<file path="config.mk">
export PLATFORM = sky130hd
export DESIGN_NAME = word_assembler_flat
export DESIGN_NICKNAME = d
export VERILOG_FILES = /design/src/rtl/word_assembler_pkg.sv /design/src/rtl/word_assembler_if.sv /design/src/rtl/word_assembler_char_debouncer.sv /design/src/rtl/word_assembler.sv /design/src/flat_wrapper.sv
export SDC_FILE = /design/constraint.sdc
export NUM_CORES = 1
export LEC_CHECK = 0
export ABC_CLOCK_PERIOD_IN_PS = 3300
export CAP_MARGIN = 15
export CORE_UTILIZATION = 42
export DETAILED_ROUTE_END_ITERATION = 7
export GPL_ROUTABILITY_DRIVEN = 0
export GPL_TIMING_DRIVEN = 0
export PLACE_DENSITY = 0.87
export SYNTH_ARGS = -nofsm -noshare
export SYNTH_HDL_FRONTEND = slang
export SYNTH_SLANG_ARGS = --single-unit
</file>
<file path="constraint.sdc">
create_clock -name i_WA_clk -period 3.3 [get_ports i_WA_clk]
set_input_delay 0.495 -clock i_WA_clk [delete_from_list [all_inputs] [get_ports i_WA_clk]]
set_output_delay 0.495 -clock i_WA_clk [all_outputs]
set_load 0.05 [all_outputs]
</file>
<file path="src/rtl/word_assembler_pkg.sv">
// rtl/word_assembler_pkg.sv - shared constants, state enum and char helper for the word assembler
package word_assembler_pkg;

  localparam int MAX_CHARS = 15;
  localparam int CHAR_W    = 8;
  localparam int WORD_W    = MAX_CHARS * CHAR_W;

  localparam logic [CHAR_W-1:0] CHAR_REST = 8'h00;
  localparam logic [CHAR_W-1:0] CHAR_BKSP = 8'h08;

  typedef enum logic [2:0] {
    S_IDLE    = 3'd0,
    S_COLLECT = 3'd1,
    S_START   = 3'd2,
    S_WAIT    = 3'd3,
    S_DONE    = 3'd4
  } wa_state_e;

  function automatic logic is_letter(input logic [CHAR_W-1:0] c);
    return (c != CHAR_REST) && (c != CHAR_BKSP);
  endfunction

endpackage

</file>
<file path="src/rtl/word_assembler_if.sv">
// rtl/word_assembler_if.sv - classifier/matcher side signals of the word assembler
interface word_assembler_if;
  import word_assembler_pkg::*;

  logic              i_WA_char_valid;
  logic [CHAR_W-1:0] i_WA_char;
  logic              i_WA_commit;
  logic              i_WA_clear;
  logic              i_WA_dtw_finish;
  logic [WORD_W-1:0] i_WA_dtw_word;

  logic [WORD_W-1:0] o_WA_word;
  logic [3:0]        o_WA_len;
  logic              o_WA_start;
  logic [WORD_W-1:0] o_WA_result;
  logic              o_WA_result_valid;
  logic              o_WA_overflow;
  logic [2:0]        o_WA_state;

  modport master (
    output i_WA_char_valid, i_WA_char, i_WA_commit, i_WA_clear, i_WA_dtw_finish, i_WA_dtw_word,
    input  o_WA_word, o_WA_len, o_WA_start, o_WA_result, o_WA_result_valid, o_WA_overflow, o_WA_state
  );

  modport slave (
    input  i_WA_char_valid, i_WA_char, i_WA_commit, i_WA_clear, i_WA_dtw_finish, i_WA_dtw_word,
    output o_WA_word, o_WA_len, o_WA_start, o_WA_result, o_WA_result_valid, o_WA_overflow, o_WA_state
  );

endinterface

</file>
<file path="src/rtl/word_assembler_char_debouncer.sv">
// rtl/word_assembler_char_debouncer.sv - accepts a classifier char once it has been seen
// STABLE_CNT consecutive valid cycles; emits a single accept pulse per run.
module char_debouncer
  import word_assembler_pkg::*;
#(
  parameter int STABLE_CNT = 4
) (
  input  logic              clk_i,
  input  logic              rst_n_i,
  input  logic              flush_i,
  input  logic              valid_i,
  input  logic [CHAR_W-1:0] char_i,
  output logic              accept_o,
  output logic [CHAR_W-1:0] char_o
);

  localparam logic [3:0] TARGET = 4'(STABLE_CNT);

  logic [CHAR_W-1:0] cand_q, cand_d;
  logic [3:0]        cnt_q, cnt_d;

  always_comb begin
    cand_d   = cand_q;
    cnt_d    = cnt_q;
    accept_o = 1'b0;
    if (flush_i) begin
      cand_d = '0;
      cnt_d  = '0;
    end else if (valid_i) begin
      if (char_i == cand_q) begin
        if (cnt_q != 4'hF) cnt_d = cnt_q + 4'd1;
      end else begin
        cand_d = char_i;
        cnt_d  = 4'd1;
      end
      // Fire only on the transition into TARGET, so saturation never re-fires.
      accept_o = (cnt_d == TARGET) && ((cnt_q != TARGET) || (char_i != cand_q));
    end
  end

  assign char_o = cand_d;

  always_ff @(posedge clk_i or negedge rst_n_i) begin
    if (!rst_n_i) begin
      cand_q <= '0;
      cnt_q  <= '0;
    end else begin
      cand_q <= cand_d;
      cnt_q  <= cnt_d;
    end
  end

endmodule

</file>
<file path="src/rtl/word_assembler.sv">
// rtl/word_assembler.sv - builds a word from debounced gesture chars and hands it to the DTW matcher
module word_assembler
  import word_assembler_pkg::*;
#(
  parameter int STABLE_CNT = 4
) (
  input  logic           i_WA_clk,
  input  logic           i_WA_rst_n,
  word_assembler_if.slave bus
);

  wa_state_e         state_q, state_d;
  logic [WORD_W-1:0] word_q, word_d;
  logic [3:0]        len_q, len_d;
  logic [CHAR_W-1:0] last_q, last_d;
  logic              ovf_q, ovf_d;
  logic [WORD_W-1:0] result_q, result_d;

  logic              flush;
  logic              acc;
  logic [CHAR_W-1:0] acc_char;
  logic [3:0]        bk_idx;

  // Debounce is frozen while the matcher owns the word, and wiped by clear.
  assign flush = (state_q == S_START) || (state_q == S_WAIT) ||
                 (((state_q == S_IDLE) || (state_q == S_COLLECT)) && bus.i_WA_clear);

  char_debouncer #(.STABLE_CNT(STABLE_CNT)) u_debouncer (
    .clk_i    (i_WA_clk),
    .rst_n_i  (i_WA_rst_n),
    .flush_i  (flush),
    .valid_i  (bus.i_WA_char_valid),
    .char_i   (bus.i_WA_char),
    .accept_o (acc),
    .char_o   (acc_char)
  );

  assign bk_idx = len_q - 4'd1;

  always_comb begin
    state_d  = state_q;
    word_d   = word_q;
    len_d    = len_q;
    last_d   = last_q;
    ovf_d    = ovf_q;
    result_d = result_q;
    unique case (state_q)
      S_IDLE, S_COLLECT: begin
        if (bus.i_WA_clear) begin
          word_d  = '0;
          len_d   = '0;
          last_d  = CHAR_REST;
          ovf_d   = 1'b0;
          state_d = S_IDLE;
        end else if (bus.i_WA_commit && (state_q == S_COLLECT)) begin
          state_d = S_START;
        end else if (acc) begin
          if (is_letter(acc_char)) begin
            if (acc_char != last_q) begin
              last_d = acc_char;
              if (len_q == 4'(MAX_CHARS)) begin
                ovf_d = 1'b1;
              end else begin
                word_d[{len_q, 3'b000} +: CHAR_W] = acc_char;
                len_d   = len_q + 4'd1;
                state_d = S_COLLECT;
              end
            end
          end else if (acc_char == CHAR_REST) begin
            last_d = CHAR_REST;
          end else if (len_q != 4'd0) begin
            word_d[{bk_idx, 3'b000} +: CHAR_W] = '0;
            len_d  = bk_idx;
            last_d = CHAR_REST;
            if (bk_idx == 4'd0) state_d = S_IDLE;
          end
        end
      end
      S_START: state_d = S_WAIT;
      S_WAIT: begin
        if (bus.i_WA_dtw_finish) begin
          result_d = bus.i_WA_dtw_word;
          state_d  = S_DONE;
        end
      end
      S_DONE: begin
        word_d  = '0;
        len_d   = '0;
        last_d  = CHAR_REST;
        ovf_d   = 1'b0;
        state_d = S_IDLE;
      end
      default: state_d = S_IDLE;
    endcase
  end

  always_ff @(posedge i_WA_clk or negedge i_WA_rst_n) begin
    if (!i_WA_rst_n) begin
      state_q  <= S_IDLE;
      word_q   <= '0;
      len_q    <= '0;
      last_q   <= CHAR_REST;
      ovf_q    <= 1'b0;
      result_q <= '0;
    end else begin
      state_q  <= state_d;
      word_q   <= word_d;
      len_q    <= len_d;
      last_q   <= last_d;
      ovf_q    <= ovf_d;
      result_q <= result_d;
    end
  end

  assign bus.o_WA_word         = word_q;
  assign bus.o_WA_len          = len_q;
  assign bus.o_WA_start        = (state_q == S_START);
  assign bus.o_WA_result       = result_q;
  assign bus.o_WA_result_valid = (state_q == S_DONE);
  assign bus.o_WA_overflow     = ovf_q;
  assign bus.o_WA_state        = state_q;

endmodule

</file>
<file path="src/flat_wrapper.sv">
// flat-port wrapper written by rule: the top's interface ports become plain ports
module word_assembler_flat import word_assembler_pkg::*;
#(
  parameter int STABLE_CNT = 4
)
  (i_WA_clk, i_WA_rst_n, bus_i_WA_char_valid, bus_i_WA_char, bus_i_WA_commit, bus_i_WA_clear, bus_i_WA_dtw_finish, bus_i_WA_dtw_word, bus_o_WA_word, bus_o_WA_len, bus_o_WA_start, bus_o_WA_result, bus_o_WA_result_valid, bus_o_WA_overflow, bus_o_WA_state);
  word_assembler_if bus_i ();
  input  logic i_WA_clk;
  input  logic i_WA_rst_n;
  input wire logic [$bits(bus_i.i_WA_char_valid)-1:0] bus_i_WA_char_valid;
  input wire logic [$bits(bus_i.i_WA_char)-1:0] bus_i_WA_char;
  input wire logic [$bits(bus_i.i_WA_commit)-1:0] bus_i_WA_commit;
  input wire logic [$bits(bus_i.i_WA_clear)-1:0] bus_i_WA_clear;
  input wire logic [$bits(bus_i.i_WA_dtw_finish)-1:0] bus_i_WA_dtw_finish;
  input wire logic [$bits(bus_i.i_WA_dtw_word)-1:0] bus_i_WA_dtw_word;
  output wire logic [$bits(bus_i.o_WA_word)-1:0] bus_o_WA_word;
  output wire logic [$bits(bus_i.o_WA_len)-1:0] bus_o_WA_len;
  output wire logic [$bits(bus_i.o_WA_start)-1:0] bus_o_WA_start;
  output wire logic [$bits(bus_i.o_WA_result)-1:0] bus_o_WA_result;
  output wire logic [$bits(bus_i.o_WA_result_valid)-1:0] bus_o_WA_result_valid;
  output wire logic [$bits(bus_i.o_WA_overflow)-1:0] bus_o_WA_overflow;
  output wire logic [$bits(bus_i.o_WA_state)-1:0] bus_o_WA_state;
  assign bus_i.i_WA_char_valid = bus_i_WA_char_valid;
  assign bus_i.i_WA_char = bus_i_WA_char;
  assign bus_i.i_WA_commit = bus_i_WA_commit;
  assign bus_i.i_WA_clear = bus_i_WA_clear;
  assign bus_i.i_WA_dtw_finish = bus_i_WA_dtw_finish;
  assign bus_i.i_WA_dtw_word = bus_i_WA_dtw_word;
  assign bus_o_WA_word = bus_i.o_WA_word;
  assign bus_o_WA_len = bus_i.o_WA_len;
  assign bus_o_WA_start = bus_i.o_WA_start;
  assign bus_o_WA_result = bus_i.o_WA_result;
  assign bus_o_WA_result_valid = bus_i.o_WA_result_valid;
  assign bus_o_WA_overflow = bus_i.o_WA_overflow;
  assign bus_o_WA_state = bus_i.o_WA_state;
  word_assembler #(.STABLE_CNT(STABLE_CNT)) u_core (.i_WA_clk(i_WA_clk), .i_WA_rst_n(i_WA_rst_n), .bus(bus_i));
endmodule
</file>
* Word level (Yosys, flattened, before mapping)
Cells that the tools add are included. Widths: inputs -> output; s select.
Word-level totals: bits in registers 268, bits of input ports 134, output and inout bits 250, word-level logic and storage cells 124
Operators by class: $add $sub $neg 5, eq/ne operators 29, shift operators 4, muxes and demuxes 57, reduce and logical (&&, ||, !) cells 21
Operator list (number):
- $mux 120 | 8
- $bwmux 120 | 2
- $pmux 120 s2 | 1
- $shift 8x9->120 const A | 2
- $shiftx 8x9->120 | 1
- $shiftx 8x9->120 const A | 1
- $mux 8 | 10
- $mux 4 | 14
- $mux 3 | 10
- $neg 7->9 | 2
- $ne 8x8->1 | 2
- $pmux 8 s2 | 1
- $ne 5x2->1 const B | 3
- $reduce_and 7->1 | 2
- $ne 3x2->1 const B | 4
- $ne 4x4->1 const B | 3
- $ne 5x4->1 const B | 2
- $pmux 3 s3 | 1
- $add 4x1->4 const B | 2
- $eq 8x8->1 | 1
- $logic_not 8->1 | 1
- $mux 1 | 8
- $ne 4x2->1 const B | 2
- $ne 4x3->1 const B | 2
- 23 further kinds | 31

* Depth between registers and ports, before layout
Gate-level depths: netlist (run 1).
word-level depth 14, gate-level depth with buffers 14

* By module
A second synthesis (run 1) with hierarchy kept.
Unflattened totals: cell total of the unflattened synthesis 936, area, all modules 11761.3 µm²
By module, submodules not included:
- word_assembler | instances 1, cells each 852, area each 10960.5 µm², seq. area each 6406.1 µm²
- char_debouncer | instances 1, cells each 84, area each 800.8 µm², seq. area each 300.3 µm²

* Worst setup path after synthesis (run 1)
OpenSTA, ideal clock, no wires.
kind flip-flop to flip-flop, start reg u_core.state_q[1], in the netlist u_core.bus.o_WA_state[1], end reg u_core.word_q[41], in the netlist u_core.bus.o_WA_word[41], library setup time 0.110 ns, arrival 3.473 ns, data required time 3.190 ns, setup slack -0.284 ns, cell stages (with the launch flop) 9, buffers on the path 4, clock period less this slack 3.584 ns, cells stage by stage dfrtp_1 -> clkbuf_1 -> nor3b_1 -> or2_2 -> clkbuf_1 -> clkbuf_1 -> o21ai_1 -> buf_1 -> o41ai_1
RTL lines:
- start: declaration | RTL line word_assembler.sv:12 | wa_state_e state_q, state_d;
- start signal: assignment | RTL line word_assembler.sv:106 | state_q <= state_d;
- $eq 3x3->1 *
- net bus_o_WA_result_valid | RTL line flat_wrapper.sv:20 | output wire logic [$bits(bus_i.o_WA_result_valid)-1:0] bus_o_WA_result_valid;
- $reduce_bool 2->1 (no line)
- $reduce_and 7->1 (no line)
- end signal: assignment | RTL line word_assembler.sv:107 | word_q <= word_d;
- end: declaration | RTL line word_assembler.sv:13 | logic [WORD_W-1:0] word_q, word_d;
The timed path passes the listed nets; every way through them passes the cells marked *. The select of a mux whose other input is x is not followed. A chain may end at the register's enable or synchronous reset.

* Worst setup path in the final report (run 1)
start in bus_i_WA_char[7], end reg u_core.word_q[64], in the netlist u_core.bus.o_WA_word[64]
On the way: longest elaborated chain between the ends 13
RTL lines:
- start: declaration | RTL line flat_wrapper.sv:11 | input wire logic [$bits(bus_i.i_WA_char)-1:0] bus_i_WA_char;
- $eq 8x8->1 | RTL line word_assembler_char_debouncer.sv:30 | if (char_i == cand_q) begin
- $mux 8 | RTL line word_assembler_char_debouncer.sv:30
- $mux 8 | RTL line word_assembler_char_debouncer.sv:29 | end else if (valid_i) begin
- $mux 8 | RTL line word_assembler_char_debouncer.sv:26 | if (flush_i) begin
- $shiftx 8x9->120 | RTL line word_assembler.sv:64 | word_d[{len_q, 3'b000} +: CHAR_W] = acc_char;
- $bwmux 120 | RTL line word_assembler.sv:64
- $mux 120 | RTL line word_assembler.sv:61 | if (len_q == 4'(MAX_CHARS)) begin
- $mux 120 | RTL line word_assembler.sv:59 | if (acc_char != last_q) begin
- $mux 120 | RTL line word_assembler.sv:58 | if (is_letter(acc_char)) begin
- $mux 120 | RTL line word_assembler.sv:57 | end else if (acc) begin
- $mux 120 | RTL line word_assembler.sv:55 | end else if (bus.i_WA_commit && (state_q == S_COLLECT)) begin
- $mux 120 | RTL line word_assembler.sv:49 | if (bus.i_WA_clear) begin
- $pmux 120 s2 | RTL line word_assembler.sv:47 | unique case (state_q)
Several ways; a longest one is shown, not always the timed one. The select of a mux whose other input is x is not followed.

==> results.sh, run 1 <==
export IMPL_fin_util_pct=64.4
export IMPL_hold_depth=3
export IMPL_slew_viol_final=0
export IMPL_synth_top_area_cell="dfrtp_1"
export IMPL_yosysTopAreaCellShare_pct=54.9
export IMPL_first_pass_iters=6
export IMPL_die_x_um=173
export IMPL_coreArea_sq_mm=0.0286
export IMPL_wire_per_inst_um=20.8
export IMPL_drv_cap=0
export IMPL_worstPathRequired_ps=3740
export IMPL_netSwitchingPower_mw=7.69
export IMPL_cts_sinks=268
export IMPL_num_rows=62
export IMPL_post_route_drc_count=0
export IMPL_grt_overflow=0
export IMPL_yosysWarnings=0
export IMPL_r2r_cells=13
export IMPL_cp_num_buf_inv=5
export IMPL_synth_cell_area_sq_mm=0.0122
export IMPL_place_area_sq_mm=0.0166
export IMPL_clk_path_buf_depth=3
export IMPL_antenna_left=0
export IMPL_crit_top_cell="buf_6"
export IMPL_leakage_nw=8.53
export IMPL_insertion_delay_ps=570
export IMPL_drt_first_iter_violations=1012
export IMPL_irDropWorstVdd_v=0.000824
export IMPL_portBuffers=383
export IMPL_setup_ws_ps=-147
export IMPL_path_cells="clkdlybuf4s50_1 -> or4_1 -> or4_4 -> a211oi_2 -> a211oi_4 -> buf_4 -> nor3_4 -> a211oi_2 -> a41o_1 -> buf_6 -> buf_6 -> buf_6 -> o41ai_2"
export IMPL_antenna_found_initial=1
export IMPL_rsz0062_at_grt="yes"
export IMPL_worstPathArrival_ps=3890
export IMPL_path_depth=13
export IMPL_startpoint_type="primary input"
export IMPL_grt_pass1_wl_mm=64.8
export IMPL_crit_path_max_incr_delay_ps=520
export IMPL_sw_frac_of_total_pct=47.1
export IMPL_total_power_mw=16.3
export IMPL_cts_tree="done"
export IMPL_final_period_utilization_pct=104
export IMPL_period_needed_ps=3450
export IMPL_cts_inserted_buffers=29
export IMPL_internal_power_mw=8.62
export IMPL_timing_fmax_mhz=290
export IMPL_syn_nets=1404
export IMPL_drt_total_wl_mm=43.6
export IMPL_grtUsageTotal_pct=27.7
export IMPL_hpwl_mm=30.0
export IMPL_crit_path_max_fanout=10
export IMPL_area_growth_pct=51.0
export IMPL_maxSlewHeadroom_pct=38.3
export IMPL_status="finished with violations"
export IMPL_synth_edf_count=0
export IMPL_power_frac_comb_pct=51.6
export IMPL_synth_area_leaders="dfrtp_1 55%, nand2_1 12%, mux2_2 5.3%"
export IMPL_initial_core_util_pct=42.7
export IMPL_r2r_setup_slack_ps=-110
export IMPL_clock_power_share_pct=20.5
export IMPL_grt_pass1_vias=11700
export IMPL_pwr_share_seq_pct=28.0
export IMPL_cts_root_buffer="clkbuf_16"
export IMPL_worst_setup_path_type="in -> reg"
export IMPL_worst_pin_slew_ps=926
export IMPL_crit_slowest_cell="or4_1"
export IMPL_violations="setup timing"
export IMPL_dieHeight_um=173
export IMPL_io_pins=384
export IMPL_htreeDepth=1
export IMPL_drive_above_1_share_pct=16.6
export IMPL_postSynthCellCount=1260
export IMPL_nets=1837
export IMPL_grt_max_degree=104
export IMPL_ys_seq_area_share_pct=54.9
export IMPL_p_per_area_mw_per_mm2=884
export IMPL_end_kind="flip-flop"
export IMPL_fin_worst_skew_ps=18.8
export IMPL_async_flop_share_pct=100
export IMPL_synth_avg_cell_area_sq_um=9.69
export IMPL_hp_class="in -> reg"
export IMPL_ys_flop_type="dfrtp_1"
export IMPL_antennaDiodeCount=0
export IMPL_vias_per_cell=5.59
export IMPL_nFillCells=2096
export IMPL_num_vias=11700
export IMPL_crit_family="simple AND/OR/NAND/NOR gates"
export IMPL_stdcell_area_sq_mm=0.0184
export IMPL_dieArea_sq_mm=0.0298
export IMPL_hold_viol_final=0
export IMPL_path_clk_slew_ps=60
export IMPL_yosys_register_bits=268
export IMPL_setup_viol=117
export IMPL_ys_types=71
[metrics by stage]
stage | TNS [ps] | hold WS, ps | setup WS [ps] | std cells
6_report | -4810 | 460 | -147 | 2100
5_1_grt | -16570 | 457 | -381 | 2100
2_1_floorplan | 0 | 199 | 22.7 | 1260
4_1_cts | -23.4 | 439 | -13.6 | 2088
3_5_place_dp | -115640 | 461 | -1070 | 2029
3_3_place_gp | -2638290 | 458 | -10420 | 2027
[cell usage in the layout, fill, tap and decap left out, types with 11 or more instances in the layout]
cell type | synthesis | routed
o41ai_1 | 56 | 14
dfrtp_1 | 268 | 265
nand3_1 | 15 | 13
nor2_1 | 93 | 92
clkbuf_1 | 60 | 35
inv_1 | 21 | 21
clkdlybuf4s50_1 | 0 | 381
clkbuf_2 | 0 | 18
buf_6 | 9 | 12
o41ai_2 | 1 | 42
clkbuf_16 | 0 | 29
a21oi_1 | 17 | 11
mux2_2 | 57 | 58
o21ai_0 | 74 | 64
nand2_1 | 397 | 395
buf_4 | 1 | 22
[cell type report]
class | count | area (sq um) | share of cell area [%]
Buffer | 80 | 438 | 2.37
Clock buffer | 36 | 812 | 4.40
Clock inverter | 18 | 173 | 0.936
Inverter | 22 | 87.6 | 0.475
Multi-Input combinational cell | 885 | 5660 | 30.7
Sequential cell | 268 | 6710 | 36.4
Tap cell | 384 | 480 | 2.61
Timing Repair Buffer | 407 | 4080 | 22.1
[tightest hold or removal path, delay by kind of cell]
kind / cells / cell delay, ps
buf+inv: 1 / 390
simple gates: 2 / 100
[kinds of logic after synthesis]
logic type / after synthesis / synth area share, %
xor gates and xnor gates: 14 / 1.00
DFF: 268 / 54.9
and+or+nand+nor: 571 / 19.6
AOI/OAI and AO/OA: 210 / 12.0
buffers and inverters: 107 / 3.95
adders and majority gates: 10 / 1.02
muxes: 80 / 7.58
[per-layer routing]
layer	global-route usage [%]	routed length, um	share of wire, %	vias to the layer above
met2	47.4	21400	49	735
met3	8.38	4360	10	196
li1	-	-	-	5169
met5	0	0	0	-
met4	15.7	2840	6.5	0
met1	30.6	15000	34	5638
[cells in the mapped netlist, types with 5 or more instances]
| cell type | n |
|---|---|
| inv_1 | 21 |
| o31ai_1 | 6 |
| mux2_2 | 57 |
| a21oi_1 | 17 |
| a211oi_1 | 5 |
| mux2_4 | 8 |
| nand2_1 | 397 |
| dfrtp_1 | 268 |
| nand3_1 | 15 |
| nor4_1 | 5 |
| a22oi_1 | 6 |
| clkbuf_1 | 60 |
| o21ai_0 | 74 |
| nor3_1 | 10 |
| ha_1 | 10 |
| xor2_1 | 10 |
| nand2_2 | 8 |
| mux2_1 | 11 |
| nor2_1 | 93 |
| o41ai_1 | 56 |
| buf_1 | 11 |
| a21o_1 | 5 |
| a32oi_1 | 8 |
| buf_6 | 9 |
[state kept, by name, indices dropped and copies added (netlist names)]
register                   flops
u_core.bus.o_WA_word         120
u_core.bus.o_WA_overflow       1
u_core.bus.o_WA_state          3
u_core.u_debouncer.cnt_q       4
u_core.bus.o_WA_result       120
u_core.bus.o_WA_len            4
u_core.last_q                  8
u_core.u_debouncer.cand_q      8
[power by group through the flow]
stage / combinational, mW / clock (mW) / sequential [mW]
after global placement: 7.50 / 0 / 4.56
after detailed placement: 7.64 / 0 / 4.59
after CTS: 7.82 / 3.39 / 4.56
after floorplan: 2.43 / 0 / 7.06
final: 8.41 / 3.33 / 4.56
after global routing: 8.79 / 3.51 / 4.64
[repair_timing]
action / in CTS / in global routing
hold buffers: 1 / 0
pin swaps: 5 / 16
resized for setup: 35 / 132
setup endpoints to repair: 133 / 133
hold endpoints to repair: 66 / 0
buffers inserted: 8 / 12
gates cloned: 0 / 1
[worst paths after layout]
check	start	end
setup / recovery	bus_i_WA_char[7]	u_core.bus.o_WA_word[64]$_DFFE_PN0P_
hold / removal	bus_i_WA_dtw_word[51]	u_core.bus.o_WA_result[51]$_DFFE_PN0P_
setup reg to reg	u_core.u_debouncer.cand_q[4]$_DFF_PN0_	u_core.bus.o_WA_word[64]$_DFFE_PN0P_
hold reg to reg	u_core.bus.o_WA_result[79]$_DFFE_PN0P_	u_core.bus.o_WA_result[79]$_DFFE_PN0P_
max in group asynchronous	i_WA_rst_n	u_core.bus.o_WA_result[119]$_DFFE_PN0P_
min in group asynchronous	i_WA_rst_n	u_core.bus.o_WA_word[1]$_DFFE_PN0P_
Power figures use the tool's default switching activity.
==> run 2, diff against run 1 <==
- RECOVER_POWER: not set -> 50
- SKIP_CTS_REPAIR_TIMING: not set -> 1
- SKIP_LAST_GASP: not set -> 1
==> run 2 against run 1 <==
The flow finishes with violations (capacitance limit, slew limit, setup timing). Sequential power is essentially flat. Final cell count grew 1.0%. Power grew 2.1%. Count of clock-buffer cells in the layout is the same. Sequential share of layout area shrank 0.77 points. Core utilization grew 1.4 points. Critical endpoint is now u_core.bus.o_WA_word[98]$_DFFE_PN0P_.
==> results.sh, run 2 (synthesized netlist as in run 1, its figures left out) <==
export IMPL_status="finished with violations"
export IMPL_violations="capacitance limit, slew limit, setup timing"
export IMPL_io_pins=384
export IMPL_hp_class="in -> reg"
export IMPL_cts_root_buffer="clkbuf_16"
export IMPL_final_period_utilization_pct=103
export IMPL_fin_util_pct=65.8
export IMPL_wire_per_inst_um=21.0
export IMPL_cts_sinks=268
export IMPL_worst_setup_path_type="reg -> reg"
export IMPL_dieHeight_um=173
export IMPL_initial_core_util_pct=42.7
export IMPL_r2r_setup_slack_ps=-100
export IMPL_hold_end="u_core.bus.o_WA_result[55]$_DFFE_PN0P_"
export IMPL_path_clk_slew_ps=60
export IMPL_grt_pass1_vias=11500
export IMPL_clk_path_buf_depth=3
export IMPL_timing_fmax_mhz=294
export IMPL_antenna_found_initial=1
export IMPL_cts_inserted_buffers=29
export IMPL_path_cells="xor2_2 -> nor4_4 -> a21o_1 -> buf_6 -> a32oi_1 -> buf_6 -> nor3_1 -> a211oi_2 -> a41oi_2 -> buf_6 -> nand3_4 -> mux2_4"
export IMPL_cts_tree="done"
export IMPL_maxSlewHeadroom_pct=-14.6
export IMPL_reg2reg_to="u_core.bus.o_WA_word[98]$_DFFE_PN0P_"
export IMPL_area_growth_pct=54.2
export IMPL_path_depth=12
export IMPL_cp_num_buf_inv=3
export IMPL_worstPathArrival_ps=3830
export IMPL_p_per_area_mw_per_mm2=884
export IMPL_fin_tns_setup_ps=-3520
export IMPL_grtUsageTotal_pct=27.3
export IMPL_r2r_start="u_core.u_debouncer.cand_q[4]$_DFF_PN0_"
export IMPL_setup_viol=75
export IMPL_crit_top_cell="buf_6"
export IMPL_end_kind="flip-flop"
export IMPL_grt_pass1_wl_mm=63.9
export IMPL_hpwl_mm=30.0
export IMPL_post_route_drc_count=0
export IMPL_hold_viol_final=0
export IMPL_setup_ws_ps=-96.3
export IMPL_grt_overflow=0
export IMPL_r2r_cells=12
export IMPL_crit_path_max_fanout=8
export IMPL_met1_length_mm=15.4
export IMPL_num_rows=62
export IMPL_drt_total_wl_mm=44.5
export IMPL_layout_common_cells="392 x nand2_1, 380 x clkdlybuf4s50_1, 266 x dfrtp_1, 92 x nor2_1, 56 x mux2_2"
export IMPL_crit_family="simple AND/OR/NAND/NOR gates"
export IMPL_first_pass_iters=6
export IMPL_irDropWorstVdd_v=0.000824
export IMPL_insertion_delay_ps=570
export IMPL_htreeDepth=1
export IMPL_worst_pin_slew_ps=1720
export IMPL_dieArea_sq_mm=0.0298
export IMPL_hp_start="bus_i_WA_dtw_word[55]"
export IMPL_crit_slowest_cell="dfrtp_2"
export IMPL_coreArea_sq_mm=0.0286
export IMPL_met2WireLength_mm=22.0
export IMPL_slew_viol_final=69
export IMPL_nFillCells=2053
export IMPL_period_needed_ps=3400
export IMPL_dr_max_layer_used="met5"
export IMPL_drive_above_1_share_pct=18.6
export IMPL_drv_cap=1
export IMPL_antennaDiodeCount=0
export IMPL_drt_first_iter_violations=1207
export IMPL_die_x_um=173
export IMPL_startpoint_type="flip-flop"
export IMPL_fin_worst_skew_ps=18.4
export IMPL_final_common_cell="nand2_1"
export IMPL_rsz0062_at_grt="yes"
export IMPL_leakage_nw=8.75
export IMPL_crit_path_max_incr_delay_ps=470
export IMPL_num_vias=11900
export IMPL_antenna_left=0
export IMPL_portBuffers=383
export IMPL_wl_met3_mm=4.23
export IMPL_hold_depth=3
export IMPL_grt_max_degree=104
export IMPL_vias_per_cell=5.62
export IMPL_nets=1859
export IMPL_worstPathRequired_ps=3740
export IMPL_whs_ps=457
[run 2: cell count changes in the layout (fill, tap and decap cells not counted), moves of 5 or more]
cell / change
buf_4: +22
o41ai_2: -18
o21ai_0: -15
o41ai_4: +14
o21ai_2: +9
mux2_4: +7
mux2_1: -5
o21ai_1: +5
[run 2: cell type report]
type / count / area [sq um] / share of cell area [%]
inverters: 22 / 90.1 / 0.478
multi-input cells: 885 / 5890 / 31.3
plain buffers: 81 / 492 / 2.61
well taps: 384 / 480 / 2.55
clock inverters: 18 / 173 / 0.917
clock buffers: 36 / 812 / 4.31
repair buffers: 428 / 4180 / 22.2
flip-flops and latches: 268 / 6710 / 35.6
[run 2: worst max-delay path by stage]
| stage | from | to |
|---|---|---|
| global placement | i_WA_rst_n | u_core.bus.o_WA_len[0]$_DFFE_PN0P_ |
| detailed placement | bus_i_WA_char[7] | u_core.bus.o_WA_word[59]$_DFFE_PN0P_ |
| CTS | u_core.bus.o_WA_len[0]$_DFFE_PN0P_ | u_core.bus.o_WA_word[47]$_DFFE_PN0P_ |
| floorplan | u_core.bus.o_WA_len[0]$_DFFE_PN0P_ | u_core.bus.o_WA_word[55]$_DFFE_PN0P_ |
| finish | u_core.u_debouncer.cand_q[4]$_DFF_PN0_ | u_core.bus.o_WA_word[98]$_DFFE_PN0P_ |
| global route | u_core.bus.o_WA_len[1]$_DFFE_PN0P_ | u_core.bus.o_WA_word[57]$_DFFE_PN0P_ |
[run 2: worst min-delay path: cells and delay by family]
family                 cells  cell delay (ps)
buffers and inverters      1              390
and+or+nand+nor            2               90
[run 2: layer usage]
metal | vias up | GRT usage (%)
li1 | 5214 | -
met1 | 5770 | 30.3
met2 | 736 | 46.8
met3 | 196 | 8.22
met4 | 2 | 14.6
met5 | - | 0
[run 2: power by group]
part | switching (mW) | internal (mW)
sequential | 0.511 | 4.06
clock | 1.43 | 1.92
combinational | 5.94 | 2.79
[run 2: through the flow]
stage	instance area [sq um]	worst slack, ps	total power, mW	std cells
CTS	17600	-625	15.6	2083
global route	18800	-200	17.2	2122
floorplan	12200	22.7	9.49	1260
global placement	16500	-10420	12.1	2027
finish	18800	-96.3	16.6	2122
detailed placement	16600	-1070	12.2	2029
